**src/rtl/mips_ctrl_pkg.sv**
```systemverilog
// Shared encodings for the multi-cycle MIPS main control FSM:
// opcodes, state encoding and datapath select encodings.
package mips_ctrl_pkg;

    localparam logic [5:0] OP_RTYPE = 6'd0;
    localparam logic [5:0] OP_J     = 6'd2;
    localparam logic [5:0] OP_JAL   = 6'd3;
    localparam logic [5:0] OP_BEQ   = 6'd4;
    localparam logic [5:0] OP_BNE   = 6'd5;
    localparam logic [5:0] OP_ADDI  = 6'd8;
    localparam logic [5:0] OP_LW    = 6'd35;
    localparam logic [5:0] OP_SW    = 6'd43;

    typedef enum logic [3:0] {
        S_IDLE   = 4'd0,
        S_FETCH  = 4'd1,
        S_DECODE = 4'd2,
        S_MEMADR = 4'd3,
        S_MEMRD  = 4'd4,
        S_MEMWB  = 4'd5,
        S_MEMWR  = 4'd6,
        S_EXEC   = 4'd7,
        S_ALUWB  = 4'd8,
        S_BRANCH = 4'd9,
        S_JUMP   = 4'd10,
        S_JAL    = 4'd11,
        S_ADDIEX = 4'd12,
        S_ADDIWB = 4'd13
    } state_t;

    typedef enum logic [1:0] {
        SRCB_B       = 2'd0,
        SRCB_FOUR    = 2'd1,
        SRCB_IMM     = 2'd2,
        SRCB_IMM_SH2 = 2'd3
    } alu_src_b_t;

    typedef enum logic [1:0] {
        ALU_ADD   = 2'd0,
        ALU_SUB   = 2'd1,
        ALU_FUNCT = 2'd2
    } alu_op_t;

    typedef enum logic [1:0] {
        PC_ALU    = 2'd0,
        PC_ALUOUT = 2'd1,
        PC_JUMP   = 2'd2
    } pc_source_t;

    typedef enum logic [1:0] {
        DST_RT = 2'd0,
        DST_RD = 2'd1,
        DST_RA = 2'd2
    } reg_dst_t;

    typedef enum logic [1:0] {
        WB_ALUOUT = 2'd0,
        WB_MDR    = 2'd1,
        WB_PC     = 2'd2
    } mem_to_reg_t;

    // States that own the memory port and wait on mem_ready.
    function automatic logic is_mem_state(input state_t s);
        return (s == S_FETCH) || (s == S_MEMRD) || (s == S_MEMWR);
    endfunction

endpackage

```
**src/rtl/mips_multicycle_ctrl_if.sv**
```systemverilog
// Control bundle between the multi-cycle main controller and the datapath.
// master = controller, slave = datapath / memory side.
interface mips_multicycle_ctrl_if;

    logic       run;
    logic [5:0] opcode;
    logic       mem_ready;
    logic       pc_write;
    logic       pc_write_beq;
    logic       pc_write_bne;
    logic       i_or_d;
    logic       mem_read;
    logic       mem_write;
    logic       ir_write;
    logic [1:0] reg_dst;
    logic [1:0] mem_to_reg;
    logic       reg_write;
    logic       alu_src_a;
    logic [1:0] alu_src_b;
    logic [1:0] alu_op;
    logic [1:0] pc_source;
    logic       illegal_op;
    logic       mem_err;
    logic [3:0] state;

    modport master (
        input  run, opcode, mem_ready,
        output pc_write, pc_write_beq, pc_write_bne, i_or_d, mem_read, mem_write,
               ir_write, reg_dst, mem_to_reg, reg_write, alu_src_a, alu_src_b,
               alu_op, pc_source, illegal_op, mem_err, state
    );

    modport slave (
        output run, opcode, mem_ready,
        input  pc_write, pc_write_beq, pc_write_bne, i_or_d, mem_read, mem_write,
               ir_write, reg_dst, mem_to_reg, reg_write, alu_src_a, alu_src_b,
               alu_op, pc_source, illegal_op, mem_err, state
    );

endinterface

```
**src/rtl/mips_mem_wait_timer.sv**
```systemverilog
// Memory-wait counter: counts cycles spent in a memory state without
// mem_ready and flags the cycle on which the wait limit is reached.
module mips_mem_wait_timer #(
    parameter int unsigned TIMEOUT_W   = 4,
    parameter int unsigned MEM_TIMEOUT = 15
) (
    input  logic clk,
    input  logic rst_n,
    input  logic clear,
    input  logic count,
    input  logic mem_ready,
    output logic timeout
);

    logic [TIMEOUT_W-1:0] cnt;

    assign timeout = count && !mem_ready && (cnt == TIMEOUT_W'(MEM_TIMEOUT));

    // Restart on completion or abort so every memory-state entry sees zero.
    always_ff @(posedge clk) begin
        if (!rst_n || clear || mem_ready || timeout) begin
            cnt <= '0;
        end else if (count) begin
            cnt <= cnt + TIMEOUT_W'(1);
        end
    end

endmodule

```
**src/rtl/mips_multicycle_ctrl.sv**
```systemverilog
// Multi-cycle MIPS main control FSM. Sequences fetch/decode/execute/
// memory/writeback and drives datapath selects and enables.
// Optional: define CTRL_ADDI_EN to add the addi (opcode 8) path.
module mips_multicycle_ctrl
    import mips_ctrl_pkg::*;
#(
    parameter int unsigned TIMEOUT_W   = 4,
    parameter int unsigned MEM_TIMEOUT = 15
) (
    input logic                  clk,
    input logic                  rst_n,
    mips_multicycle_ctrl_if.master bus
);

    state_t state, next_state;
    logic   in_mem;
    logic   timeout;

    assign in_mem = is_mem_state(state);

    mips_mem_wait_timer #(
        .TIMEOUT_W   (TIMEOUT_W),
        .MEM_TIMEOUT (MEM_TIMEOUT)
    ) u_timer (
        .clk       (clk),
        .rst_n     (rst_n),
        .clear     (!in_mem),
        .count     (in_mem),
        .mem_ready (bus.mem_ready),
        .timeout   (timeout)
    );

    // State register with synchronous active-low reset.
    always_ff @(posedge clk) begin
        if (!rst_n) begin
            state <= S_IDLE;
        end else begin
            state <= next_state;
        end
    end

    // Next-state logic and Moore output decode (memory states gated by mem_ready).
    always_comb begin
        next_state       = state;
        bus.pc_write     = 1'b0;
        bus.pc_write_beq = 1'b0;
        bus.pc_write_bne = 1'b0;
        bus.i_or_d       = 1'b0;
        bus.mem_read     = 1'b0;
        bus.mem_write    = 1'b0;
        bus.ir_write     = 1'b0;
        bus.reg_dst      = DST_RT;
        bus.mem_to_reg   = WB_ALUOUT;
        bus.reg_write    = 1'b0;
        bus.alu_src_a    = 1'b0;
        bus.alu_src_b    = SRCB_B;
        bus.alu_op       = ALU_ADD;
        bus.pc_source    = PC_ALU;
        bus.illegal_op   = 1'b0;
        bus.mem_err      = timeout;
        bus.state        = state;

        unique case (state)
            S_IDLE: begin
                if (bus.run) next_state = S_FETCH;
            end
            S_FETCH: begin
                bus.mem_read  = 1'b1;
                bus.alu_src_b = SRCB_FOUR;
                if (!bus.run) begin
                    next_state = S_IDLE;
                end else if (bus.mem_ready) begin
                    bus.ir_write = 1'b1;
                    bus.pc_write = 1'b1;
                    next_state   = S_DECODE;
                end else if (timeout) begin
                    next_state = S_FETCH;
                end
            end
            S_DECODE: begin
                bus.alu_src_b = SRCB_IMM_SH2;
                case (bus.opcode)
                    OP_LW, OP_SW:   next_state = S_MEMADR;
                    OP_RTYPE:       next_state = S_EXEC;
                    OP_BEQ, OP_BNE: next_state = S_BRANCH;
                    OP_J:           next_state = S_JUMP;
                    OP_JAL:         next_state = S_JAL;
`ifdef CTRL_ADDI_EN
                    OP_ADDI:        next_state = S_ADDIEX;
`endif
                    default: begin
                        bus.illegal_op = 1'b1;
                        next_state     = S_FETCH;
                    end
                endcase
            end
            S_MEMADR: begin
                bus.alu_src_a = 1'b1;
                bus.alu_src_b = SRCB_IMM;
                next_state    = (bus.opcode == OP_SW) ? S_MEMWR : S_MEMRD;
            end
            S_MEMRD: begin
                bus.mem_read = 1'b1;
                bus.i_or_d   = 1'b1;
                if (bus.mem_ready)  next_state = S_MEMWB;
                else if (timeout)   next_state = S_FETCH;
            end
            S_MEMWB: begin
                bus.reg_write  = 1'b1;
                bus.reg_dst    = DST_RT;
                bus.mem_to_reg = WB_MDR;
                next_state     = S_FETCH;
            end
            S_MEMWR: begin
                bus.mem_write = 1'b1;
                bus.i_or_d    = 1'b1;
                if (bus.mem_ready || timeout) next_state = S_FETCH;
            end
            S_EXEC: begin
                bus.alu_src_a = 1'b1;
                bus.alu_src_b = SRCB_B;
                bus.alu_op    = ALU_FUNCT;
                next_state    = S_ALUWB;
            end
            S_ALUWB: begin
                bus.reg_write  = 1'b1;
                bus.reg_dst    = DST_RD;
                bus.mem_to_reg = WB_ALUOUT;
                next_state     = S_FETCH;
            end
            S_BRANCH: begin
                bus.alu_src_a    = 1'b1;
                bus.alu_src_b    = SRCB_B;
                bus.alu_op       = ALU_SUB;
                bus.pc_source    = PC_ALUOUT;
                bus.pc_write_beq = (bus.opcode == OP_BEQ);
                bus.pc_write_bne = (bus.opcode == OP_BNE);
                next_state       = S_FETCH;
            end
            S_JUMP: begin
                bus.pc_write  = 1'b1;
                bus.pc_source = PC_JUMP;
                next_state    = S_FETCH;
            end
            S_JAL: begin
                bus.reg_write  = 1'b1;
                bus.reg_dst    = DST_RA;
                bus.mem_to_reg = WB_PC;
                bus.pc_write   = 1'b1;
                bus.pc_source  = PC_JUMP;
                next_state     = S_FETCH;
            end
`ifdef CTRL_ADDI_EN
            S_ADDIEX: begin
                bus.alu_src_a = 1'b1;
                bus.alu_src_b = SRCB_IMM;
                next_state    = S_ADDIWB;
            end
            S_ADDIWB: begin
                bus.reg_write  = 1'b1;
                bus.reg_dst    = DST_RT;
                bus.mem_to_reg = WB_ALUOUT;
                next_state     = S_FETCH;
            end
`endif
            default: next_state = S_IDLE;
        endcase
    end

endmodule

```
**src/flat_wrapper.sv**
```systemverilog
// flat-port wrapper written by rule: the top's interface ports become plain ports
module mips_multicycle_ctrl_flat import mips_ctrl_pkg::*;
#(
    parameter int unsigned TIMEOUT_W   = 4,
    parameter int unsigned MEM_TIMEOUT = 15
)
  (clk, rst_n, bus_run, bus_opcode, bus_mem_ready, bus_pc_write, bus_pc_write_beq, bus_pc_write_bne, bus_i_or_d, bus_mem_read, bus_mem_write, bus_ir_write, bus_reg_dst, bus_mem_to_reg, bus_reg_write, bus_alu_src_a, bus_alu_src_b, bus_alu_op, bus_pc_source, bus_illegal_op, bus_mem_err, bus_state);
  mips_multicycle_ctrl_if bus_i ();
  input logic clk;
  input logic rst_n;
  input wire logic [$bits(bus_i.run)-1:0] bus_run;
  input wire logic [$bits(bus_i.opcode)-1:0] bus_opcode;
  input wire logic [$bits(bus_i.mem_ready)-1:0] bus_mem_ready;
  output wire logic [$bits(bus_i.pc_write)-1:0] bus_pc_write;
  output wire logic [$bits(bus_i.pc_write_beq)-1:0] bus_pc_write_beq;
  output wire logic [$bits(bus_i.pc_write_bne)-1:0] bus_pc_write_bne;
  output wire logic [$bits(bus_i.i_or_d)-1:0] bus_i_or_d;
  output wire logic [$bits(bus_i.mem_read)-1:0] bus_mem_read;
  output wire logic [$bits(bus_i.mem_write)-1:0] bus_mem_write;
  output wire logic [$bits(bus_i.ir_write)-1:0] bus_ir_write;
  output wire logic [$bits(bus_i.reg_dst)-1:0] bus_reg_dst;
  output wire logic [$bits(bus_i.mem_to_reg)-1:0] bus_mem_to_reg;
  output wire logic [$bits(bus_i.reg_write)-1:0] bus_reg_write;
  output wire logic [$bits(bus_i.alu_src_a)-1:0] bus_alu_src_a;
  output wire logic [$bits(bus_i.alu_src_b)-1:0] bus_alu_src_b;
  output wire logic [$bits(bus_i.alu_op)-1:0] bus_alu_op;
  output wire logic [$bits(bus_i.pc_source)-1:0] bus_pc_source;
  output wire logic [$bits(bus_i.illegal_op)-1:0] bus_illegal_op;
  output wire logic [$bits(bus_i.mem_err)-1:0] bus_mem_err;
  output wire logic [$bits(bus_i.state)-1:0] bus_state;
  assign bus_i.run = bus_run;
  assign bus_i.opcode = bus_opcode;
  assign bus_i.mem_ready = bus_mem_ready;
  assign bus_pc_write = bus_i.pc_write;
  assign bus_pc_write_beq = bus_i.pc_write_beq;
  assign bus_pc_write_bne = bus_i.pc_write_bne;
  assign bus_i_or_d = bus_i.i_or_d;
  assign bus_mem_read = bus_i.mem_read;
  assign bus_mem_write = bus_i.mem_write;
  assign bus_ir_write = bus_i.ir_write;
  assign bus_reg_dst = bus_i.reg_dst;
  assign bus_mem_to_reg = bus_i.mem_to_reg;
  assign bus_reg_write = bus_i.reg_write;
  assign bus_alu_src_a = bus_i.alu_src_a;
  assign bus_alu_src_b = bus_i.alu_src_b;
  assign bus_alu_op = bus_i.alu_op;
  assign bus_pc_source = bus_i.pc_source;
  assign bus_illegal_op = bus_i.illegal_op;
  assign bus_mem_err = bus_i.mem_err;
  assign bus_state = bus_i.state;
  mips_multicycle_ctrl #(.TIMEOUT_W(TIMEOUT_W), .MEM_TIMEOUT(MEM_TIMEOUT)) u_core (.clk(clk), .rst_n(rst_n), .bus(bus_i));
endmodule
```
**config.mk**
```make
export PLATFORM = sky130hd
export DESIGN_NAME = mips_multicycle_ctrl_flat
export DESIGN_NICKNAME = d
export VERILOG_FILES = /design/src/rtl/mips_ctrl_pkg.sv /design/src/rtl/mips_multicycle_ctrl_if.sv /design/src/rtl/mips_mem_wait_timer.sv /design/src/rtl/mips_multicycle_ctrl.sv /design/src/flat_wrapper.sv
export SDC_FILE = /design/constraint.sdc
export NUM_CORES = 1
export LEC_CHECK = 0
export ABC_CLOCK_PERIOD_IN_PS = 2200
export CORE_UTILIZATION = 43
export DETAILED_ROUTE_END_ITERATION = 16
export GPL_ROUTABILITY_DRIVEN = 0
export PLACE_DENSITY = 0.86
export SKIP_CTS_REPAIR_TIMING = 1
export SLEW_MARGIN = 10
export SYNTH_ARGS = -nofsm -noshare
export SYNTH_HDL_FRONTEND = slang
export SYNTH_SLANG_ARGS = --single-unit
```
**constraint.sdc**
```tcl
create_clock -name clk -period 2.2 [get_ports clk]
set_input_delay 0.22 -clock clk [delete_from_list [all_inputs] [get_ports clk]]
set_output_delay 0.22 -clock clk [all_outputs]
set_load 0.01 [all_outputs]
```
# Word-level counts from Yosys, hierarchy flattened
# Cells that the tools add are included.
dict set report word_totals {
  register_bits 8
  in_bits 10
  output_inout_bits 25
  wordCells 73
}
dict set report op_classes {
  mux 27
  add_sub_neg 1
  n_reduce_logical 23
  eq_ne 20
}
# operator n
set op_table {}
lappend op_table {{$pmux W4 S8} 1}
lappend op_table {{$mux W4} 6}
lappend op_table {{$eq A4 B4 Y1 const B} 5}
lappend op_table {{$pmux W4 S5} 1}
lappend op_table {{$eq A4 B3 Y1 const B} 4}
lappend op_table {{$pmux W2 S2} 4}
lappend op_table {{$eq A6 B2 Y1 const B} 2}
lappend op_table {{$eq A6 B3 Y1 const B} 2}
lappend op_table {{$eq A6 B6 Y1 const B} 2}
lappend op_table {{$mux W1} 12}
lappend op_table {{$reduce_or A2 Y1} 5}
lappend op_table {{$eq A4 B2 Y1 const B} 2}
lappend op_table {{$reduce_or A7 Y1} 1}
lappend op_table {{$logic_not A6 Y1} 1}
lappend op_table {{$logic_or A1 B1 Y1} 6}
lappend op_table {{$pmux W2 S3} 1}
lappend op_table {{$reduce_or A3 Y1} 2}
lappend op_table {{$reduce_or A5 Y1} 1}
lappend op_table {{$add A4 B1 Y4 const B} 1}
lappend op_table {{$eq A4 B1 Y1 const B} 1}
lappend op_table {{$logic_not A4 Y1} 1}
lappend op_table {{$ne A2 B2 Y1 const B} 2}
lappend op_table {{$logic_not A1 Y1} 3}
lappend op_table {{$logic_and A1 B1 Y1} 2}
lappend op_table {{3 further kinds} 3}

# Depth between registers and ports, before layout
# Gate-level depths: netlist of the first run.
dict set report logic_depth {
  depth_word 9
  depth_mapped 5
  ltp_nobuf 5
}

# Modules after synthesis
# A second synthesis of the first run with hierarchy kept.
dict set report unflattened {
  hier_cells 104
  hier_area_um2 798.3
}
# mod seq_area_each_um2 instances cells_each area_per_inst_um2
set modules_own_cells {}
lappend modules_own_cells {mips_multicycle_ctrl 80.1 1 84 573.0}
lappend modules_own_cells {mips_mem_wait_timer 80.1 1 20 225.2}

# Worst setup path after synthesis of the first run
# OpenSTA, ideal clock, no wires.
dict set report synth_path {
  path_kind {register -> output}
  from {register u_core.state[3], in the netlist u_core.bus.state[3]}
  to {output port bus_pc_write_bne}
  arrival_ns 1.288
  slack_ns 0.692
  stages_incl_launch_ff 5
  path_buffers 1
  t_required_ns 1.980
  path_cell_list {dfxtp_1 > clkbuf_1 > nand2b_1 > nor2_1 > and3_1}
}
dict set report synth_between {
  elab_chain_len 2
}
# item line
set synth_rtl {}
lappend synth_rtl {{start: declaration} mips_multicycle_ctrl.sv:15} ;# state_t state, next_state;
lappend synth_rtl {{start signal: assignment} mips_multicycle_ctrl.sv:38} ;# state <= next_state;
lappend synth_rtl {{$eq A4 B4 Y1} mips_multicycle_ctrl.sv:63} ;# unique case (state)
lappend synth_rtl {{$mux W1} mips_multicycle_ctrl.sv:63}
lappend synth_rtl {{end: declaration} flat_wrapper.sv:16} ;# output wire logic [$bits(bus_i.pc_write_bne)-1:0] bus_pc_write_bne;
# No other way between the ends.

# Worst setup path in the final report of the first run
dict set report layout_path {
  from {input port bus_opcode[1]}
  to {output port bus_pc_write_beq}
}
dict set report layout_between {
  elab_chain_len 2
}
# item line
set layout_rtl {}
lappend layout_rtl {{start: declaration} flat_wrapper.sv:12} ;# input wire logic [$bits(bus_i.opcode)-1:0] bus_opcode;
lappend layout_rtl {{$eq A6 B3 Y1} mips_multicycle_ctrl.sv:136} ;# bus.pc_write_beq = (bus.opcode == OP_BEQ);
lappend layout_rtl {{$mux W1} mips_multicycle_ctrl.sv:63}
lappend layout_rtl {{end: declaration} flat_wrapper.sv:15} ;# output wire logic [$bits(bus_i.pc_write_beq)-1:0] bus_pc_write_beq;
# No other way between the ends.

==> results of run 1 <==
[kinds of logic after synthesis]
kind of cell               count (synthesis)
and+or+nand+nor                           65
DFF                                        8
buffers and inverters                      9
AOI/OAI and AO/OA                         14
adders and majority gates                  1
xor gates and xnor gates                   4
[path summary, 6_finish.rpt]
check	startpoint	end	slack (ns)	depth (start not counted)
hold / removal	u_core.u_timer.cnt[0]	u_core.u_timer.cnt[0]	0.47	1
hold reg to reg	u_core.u_timer.cnt[0]	u_core.u_timer.cnt[0]	0.47	1
setup reg to reg	u_core.bus.state[1]	u_core.bus.state[1]	0.63	5
setup / recovery	bus_opcode[1]	bus_pc_write_beq	0.08	6
[layout make-up]
cell class | count | area [um^2] | area share
multi-input combinational | 84 | 524 | 0.462
clock buffer | 3 | 22.5 | 0.0199
timing repair buffer | 41 | 393 | 0.347
inverter | 3 | 11.3 | 0.00993
sequential | 8 | 163 | 0.143
tap | 16 | 20.0 | 0.0177
[power groups by stage]
stage               sequential (W)  combinational, W  clock (W)
floorplan                 0.000155         0.0000461          0
global placement          0.000156         0.0000955          0
detailed placement        0.000157         0.0000984          0
CTS                       0.000153         0.0000989   0.000113
global route              0.000155          0.000110   0.000121
finish                    0.000154          0.000101   0.000107
[per-stage QoR]
| stage | TNS, ns | power, W | hold slack [ns] | setup WS [ns] | instances |
|---|---|---|---|---|---|
| after floorplan | 0 | 0.000201 | 0.336 | 0.692 | 101 |
| after global placement | 0 | 0.000252 | 0.432 | 0.0734 | 152 |
| after detailed placement | 0 | 0.000255 | 0.475 | 0.0447 | 152 |
| after CTS | 0 | 0.000365 | 0.482 | 0.0178 | 155 |
| after global routing | -0.0204 | 0.000385 | 0.513 | -0.0204 | 155 |
| final | 0 | 0.000362 | 0.471 | 0.0836 | 155 |
[Yosys cell counts, types with 2 or more instances]
| master | instances |
|---|---|
| and2_1 | 2 |
| inv_1 | 3 |
| nor2_1 | 18 |
| xnor2_1 | 2 |
| nand2_1 | 9 |
| dfxtp_1 | 8 |
| and3_1 | 3 |
| nand2b_1 | 8 |
| buf_2 | 3 |
| or2_1 | 2 |
| nand3_1 | 3 |
| buf_4 | 2 |
| nand4_1 | 2 |
| xor2_1 | 2 |
| nor3_2 | 2 |
| nor2b_1 | 2 |
| nand3b_1 | 2 |
| nor3_1 | 3 |
| a21oi_1 | 3 |
| nor4_1 | 4 |
[layer usage]
| metal | share of wire | GRT usage | wire length [um] | up-vias |
|---|---|---|---|---|
| met5 | 0 | 0 | 0 | - |
| met4 | 0.014 | 0.115 | 29 | 0 |
| met3 | 0.063 | 0 | 131 | 4 |
| met2 | 0.52 | 0.427 | 1080 | 45 |
| met1 | 0.40 | 0.301 | 839 | 393 |
| li1 | - | - | - | 431 |
[sequential cells by signal (all words and copies together), names as in the netlist]
signal and flops:
u_core.u_timer.cnt 4, u_core.bus.state 4
[critical path, stage by stage]
cell and delay [ns]:
clkdlybuf4s50_1 0.48, nor4_2 0.31, and2_1 0.19, nand2_1 0.06
nor2_1 0.09, clkdlybuf4s50_1 0.53
[cells in the final DEF, fill, tap and decap left out, types with 2 or more instances in the layout]
cell type and instances:
buf_4 7, nor3_2 2, nand2_1 9, and3_1 3
nor2b_1 2, a21oi_1 3, nand3_1 3, and2_1 2
nor2_1 18, clkbuf_4 3, nor3_1 3, nand4_1 2
xnor2_1 2, nand2b_1 7, or2_1 2, inv_1 3
dfxtp_1 6, clkdlybuf4s50_1 34, nand2b_2 2, dfxtp_2 2
nand3b_1 2, nor4_1 3, xor2_1 2
==> flow_metrics.py, run 1 <==
metrics = {
    "clock_network": {
        "htree_levels": 1,
        "cts_tree": "done",
        "clockBufferDepth": 2,
        "cts.clk_slew.worst_paths_ns": 0.05,
        "cts.sinks": 8,
        "root_buffer": "clkbuf_4",
        "numCtsBuffers": 3,
        "insertion_delay_ns": 0.25,
    },
    "routing": {
        "drcViolationCount": 0,
        "wirelength_mm": 2.08,
        "ant_nets": 0,
        "num_vias": 873,
        "via_per_inst": 5.63,
        "wl_per_cell_um": 13.4,
        "dr.pass1.iters": 4,
        "drt_iter0_drc": 29,
    },
    "power": {
        "vdd_drop_max_mv": 0.323,
        "power.density_nw_per_um2": 319,
        "power_frac_seq": 0.426,
        "p_clk_frac": 0.296,
        "intPower_w": 0.000264,
        "p_leak_nw": 0.431,
        "switchingPower_w": 0.0000982,
        "p_sw_frac": 0.271,
        "p_comb_frac": 0.278,
    },
    "global_routing": {
        "grt_pass1_vias": 804,
        "antenna_found_initial": 0,
        "gr-total-overflow": 0,
        "grt_max_degree": 13,
        "grt_pass1_wl_mm": 3.46,
        "grt_usage": 0.241,
    },
    "worst_setup_path": {
        "start_kind": "input pin",
        "critPathMaxFanout": 4,
        "crit_arrival_ns": 1.90,
        "cp.required_ns": 1.98,
        "crit_type": "in -> out",
        "end_kind": "output port",
    },
    "timing": {
        "slew_viol_final": 0,
        "final-setup-viol-count": 0,
        "worst_slew_pin_slew_ns": 0.387,
        "hold_viol": 0,
        "fin_skew_ns": 0.00717,
        "maxSlewHeadroom": 0.739,
        "finalCriticalPeriod_ns": 2.12,
        "fin_crit_sh": 0.962,
        "rsz0062_at_grt": "yes",
        "max_freq_mhz": 472,
    },
    "synthesis": {
        "synth_warnings": 0,
        "ys_top_cells_by_area": "dfxtp_1 (22%), nor2_1 (9.4%), nand2b_1 (6.9%), nand2_1 (4.7%), nor4_1 (3.5%)",
        "synth_compound_area_frac": 0.144,
        "yosys_register_bits": 8,
        "synth-xor-area-share": 0.0486,
        "synth_mux_area_frac": 0,
        "synth_top_family_by_area": "simple AND/OR/NAND/NOR gates",
        "yosysTopAreaCellShare": 0.222,
        "synth_cell_types": 38,
        "ys.flop_type": "dfxtp_1",
        "yosysTopAreaCell": "dfxtp_1",
        "synth_nets": 112,
        "ys_seq_area_frac": 0.222,
        "synthArstFlopShare": 0,
        "synth_area_um2": 721,
        "synth_edf_count": 0,
        "synth_area_per_cell_um2": 7.14,
        "syn_inst": 101,
        "synth_fa_ha_area_frac": 0.0174,
        "synthSimpleGateAreaFrac": 0.505,
    },
    "final_layout": {
        "fillerInstances": 116,
        "final_nets": 152,
        "layout-drive-gt1-share": 0.137,
        "final_util": 0.735,
        "area_delta_synth_final_pct": 57.3,
        "n_antenna_cell": 0,
        "fin_area_um2": 1130,
    },
    "die": {
        "dieArea_um2": 1840,
        "die_x_um": 42.9,
        "die_h_um": 42.9,
        "ios": 35,
        "core_um2": 1540,
        "initial_core_util": 0.468,
        "fp-row-count": 14,
    },
    "placement": {
        "dp_hpwl_mm": 1.65,
        "placed_cell_area_um2": 1100,
        "io_buffers": 34,
    },
    "outcome": {
        "outcome": "completed",
    },
    "hold_path": {
        "min_path_type": "reg -> reg",
    },
    "flow_run": {
        "maxCapViolCount": 0,
    },
}
Note: power is estimated with default switching activity, not from simulation.
==> run 2: changes to the inputs <==
--- a/config.mk
+++ b/config.mk
@@ -11,6 +11,7 @@
 export GPL_ROUTABILITY_DRIVEN = 0
 export PLACE_DENSITY = 0.86
 export SKIP_CTS_REPAIR_TIMING = 1
+export SKIP_LAST_GASP = 1
 export SLEW_MARGIN = 10
 export SYNTH_ARGS = -nofsm -noshare
 export SYNTH_HDL_FRONTEND = slang
==> results of run 2 <==
The final DEF is identical to that of run 1; final timing and power are the same.
==> run 3: changes to the inputs <==
--- a/config.mk
+++ b/config.mk
@@ -9,6 +9,7 @@
 export CORE_UTILIZATION = 43
 export DETAILED_ROUTE_END_ITERATION = 16
 export GPL_ROUTABILITY_DRIVEN = 0
+export GPL_TIMING_DRIVEN = 0
 export PLACE_DENSITY = 0.86
 export SKIP_CTS_REPAIR_TIMING = 1
 export SKIP_LAST_GASP = 1
==> run 3 against run 2 <==
  * Design area increased by 2.2%
  * Worst hold slack got worse by 0.028 ns
  * Critical path depth decreased by 1
  * Core utilization increased by 1.6 points
  * First-iteration DRC count unchanged
  * Global-route usage increased by 1.2 points
  * Die area unchanged
  * Clock skew about the same
  * Highest routed layer unchanged
==> flow_metrics.py, run 3 (synthesized netlist as in run 1, its figures left out) <==
metrics = {
    "outcome": {
        "outcome": "completed",
    },
    "power": {
        "switchingPower_w": 0.000105,
        "power.density_nw_per_um2": 317,
        "intPower_w": 0.000263,
        "p_comb_frac": 0.286,
        "p_sw_frac": 0.285,
        "p_clk_frac": 0.301,
        "power_frac_seq": 0.413,
        "vdd_drop_max_mv": 0.307,
        "p_leak_nw": 0.476,
    },
    "timing": {
        "final-setup-viol-count": 0,
        "fin_ws_ns": 0.0431,
        "fin_crit_sh": 0.980,
        "max_freq_mhz": 464,
        "fin_skew_ns": 0.00689,
        "tns_ns": 0,
        "slew_viol_final": 0,
        "worst_slew_pin_slew_ns": 0.357,
        "finalCriticalPeriod_ns": 2.16,
        "hold_viol": 0,
        "rsz0062_at_grt": "yes",
        "maxSlewHeadroom": 0.760,
    },
    "routing": {
        "num_vias": 894,
        "dr.pass1.iters": 4,
        "wl_per_cell_um": 14.7,
        "drt_iter0_drc": 29,
        "ant_nets": 0,
        "drcViolationCount": 0,
        "wirelength_mm": 2.26,
        "via_per_inst": 5.81,
    },
    "worst_setup_path": {
        "critical_path_buf_inv_count": 2,
        "cp.required_ns": 1.98,
        "reg2reg_from": "u_core.u_timer.cnt[0]",
        "slowest_stage": "clkdlybuf4s50_1",
        "start_kind": "flop",
        "cpLargestDelayFamily": "buffers and inverters",
        "crit_start": "u_core.bus.state[3]",
        "crit_type": "reg -> out",
        "critPathMaxStageDelay_ns": 0.53,
        "crit_chain": "clkbuf_4 > nand2b_1 > nor2_2 > and3_1 > clkdlybuf4s50_1",
        "critPathMaxFanout": 10,
        "end_kind": "output port",
        "crit_arrival_ns": 1.94,
    },
    "die": {
        "dieArea_um2": 1840,
        "die_x_um": 42.9,
        "die_h_um": 42.9,
        "fp-row-count": 14,
        "initial_core_util": 0.468,
        "ios": 35,
        "core_um2": 1540,
    },
    "global_routing": {
        "grt_max_degree": 11,
        "gr-total-overflow": 0,
        "grt_usage": 0.253,
        "grt_pass1_wl_mm": 3.62,
        "antenna_found_initial": 0,
        "grt_pass1_vias": 848,
    },
    "placement": {
        "dp_hpwl_mm": 1.70,
        "io_buffers": 34,
        "pre_cts_ws_ns": -0.0368,
        "placed_cell_area_um2": 1080,
    },
    "final_layout": {
        "n_antenna_cell": 0,
        "area_delta_synth_final_pct": 60.8,
        "largestRegisters": "u_core.bus.state x4, u_core.u_timer.cnt x4",
        "final_util": 0.752,
        "fin_area_um2": 1160,
        "layout-drive-gt1-share": 0.145,
        "final_nets": 151,
        "final_common_cell": "clkdlybuf4s50_1",
        "layout_common_cells": "clkdlybuf4s50_1 (31), nor2_1 (17), nand2_1 (9), nand2b_1 (7), dfxtp_1 (7)",
    },
    "hold_path": {
        "min_path_type": "reg -> reg",
        "hold_start": "u_core.u_timer.cnt[0]",
    },
    "clock_network": {
        "cts_tree": "done",
        "cts.clk_slew.worst_paths_ns": 0.06,
        "htree_levels": 1,
        "root_buffer": "clkbuf_4",
        "cts.sinks": 8,
        "numCtsBuffers": 3,
        "clockBufferDepth": 2,
        "insertion_delay_ns": 0.25,
    },
    "flow_run": {
        "maxCapViolCount": 0,
    },
}
## run 3: cell types whose count changed in the layout (fill, tap and decap cells not counted), moves of 3 or more
| cell | delta |
|---|---|
| buf_4 | -4 |
| clkbuf_4 | +3 |
| clkdlybuf4s50_1 | -3 |
| dlymetal6s2s_1 | +3 |
## run 3: worst paths after layout
check,to,slack [ns],depth (start not counted)
setup / recovery,bus_pc_write_bne,0.04,5
hold / removal,u_core.u_timer.cnt[0],0.44,1
setup reg to reg,u_core.bus.state[0],0.73,5
hold reg to reg,u_core.u_timer.cnt[0],0.44,1
## run 3: cell type report
cell class              count  area (um^2)
multi-input cells          84          551
clock buffers               3         22.5
fillers                   115          383
repair buffers             34          348
inverters                   3         11.3
plain buffers               6         45.0
well taps                  16         20.0
flip-flops and latches      8          161
## run 3: power by group through the flow
stage               Sequential (W)  Clock (W)  Combinational (W)
CTS                       0.000151   0.000116          0.0000965
finish                    0.000152   0.000111           0.000105
floorplan                 0.000155          0          0.0000461
detailed placement        0.000155          0          0.0000961
global placement          0.000155          0          0.0000937
global route              0.000152   0.000125           0.000114
## run 3: metrics by stage
stage / std cells / hold WS [ns] / total power (W)
4_1_cts: 154 / 0.449 / 0.000364
3_3_place_gp: 151 / 0.430 / 0.000248
6_report: 154 / 0.443 / 0.000368
5_1_grt: 154 / 0.464 / 0.000391
3_5_place_dp: 151 / 0.439 / 0.000251
2_1_floorplan: 101 / 0.336 / 0.000201
## run 3: per-layer routing
layer | routed length, um | part of all wire | global-route usage
met5 | 0 | 0 | 0
met4 | 19 | 0.0084 | 0.115
met3 | 153 | 0.068 | 0.0468
met2 | 1200 | 0.53 | 0.442
met1 | 883 | 0.39 | 0.296
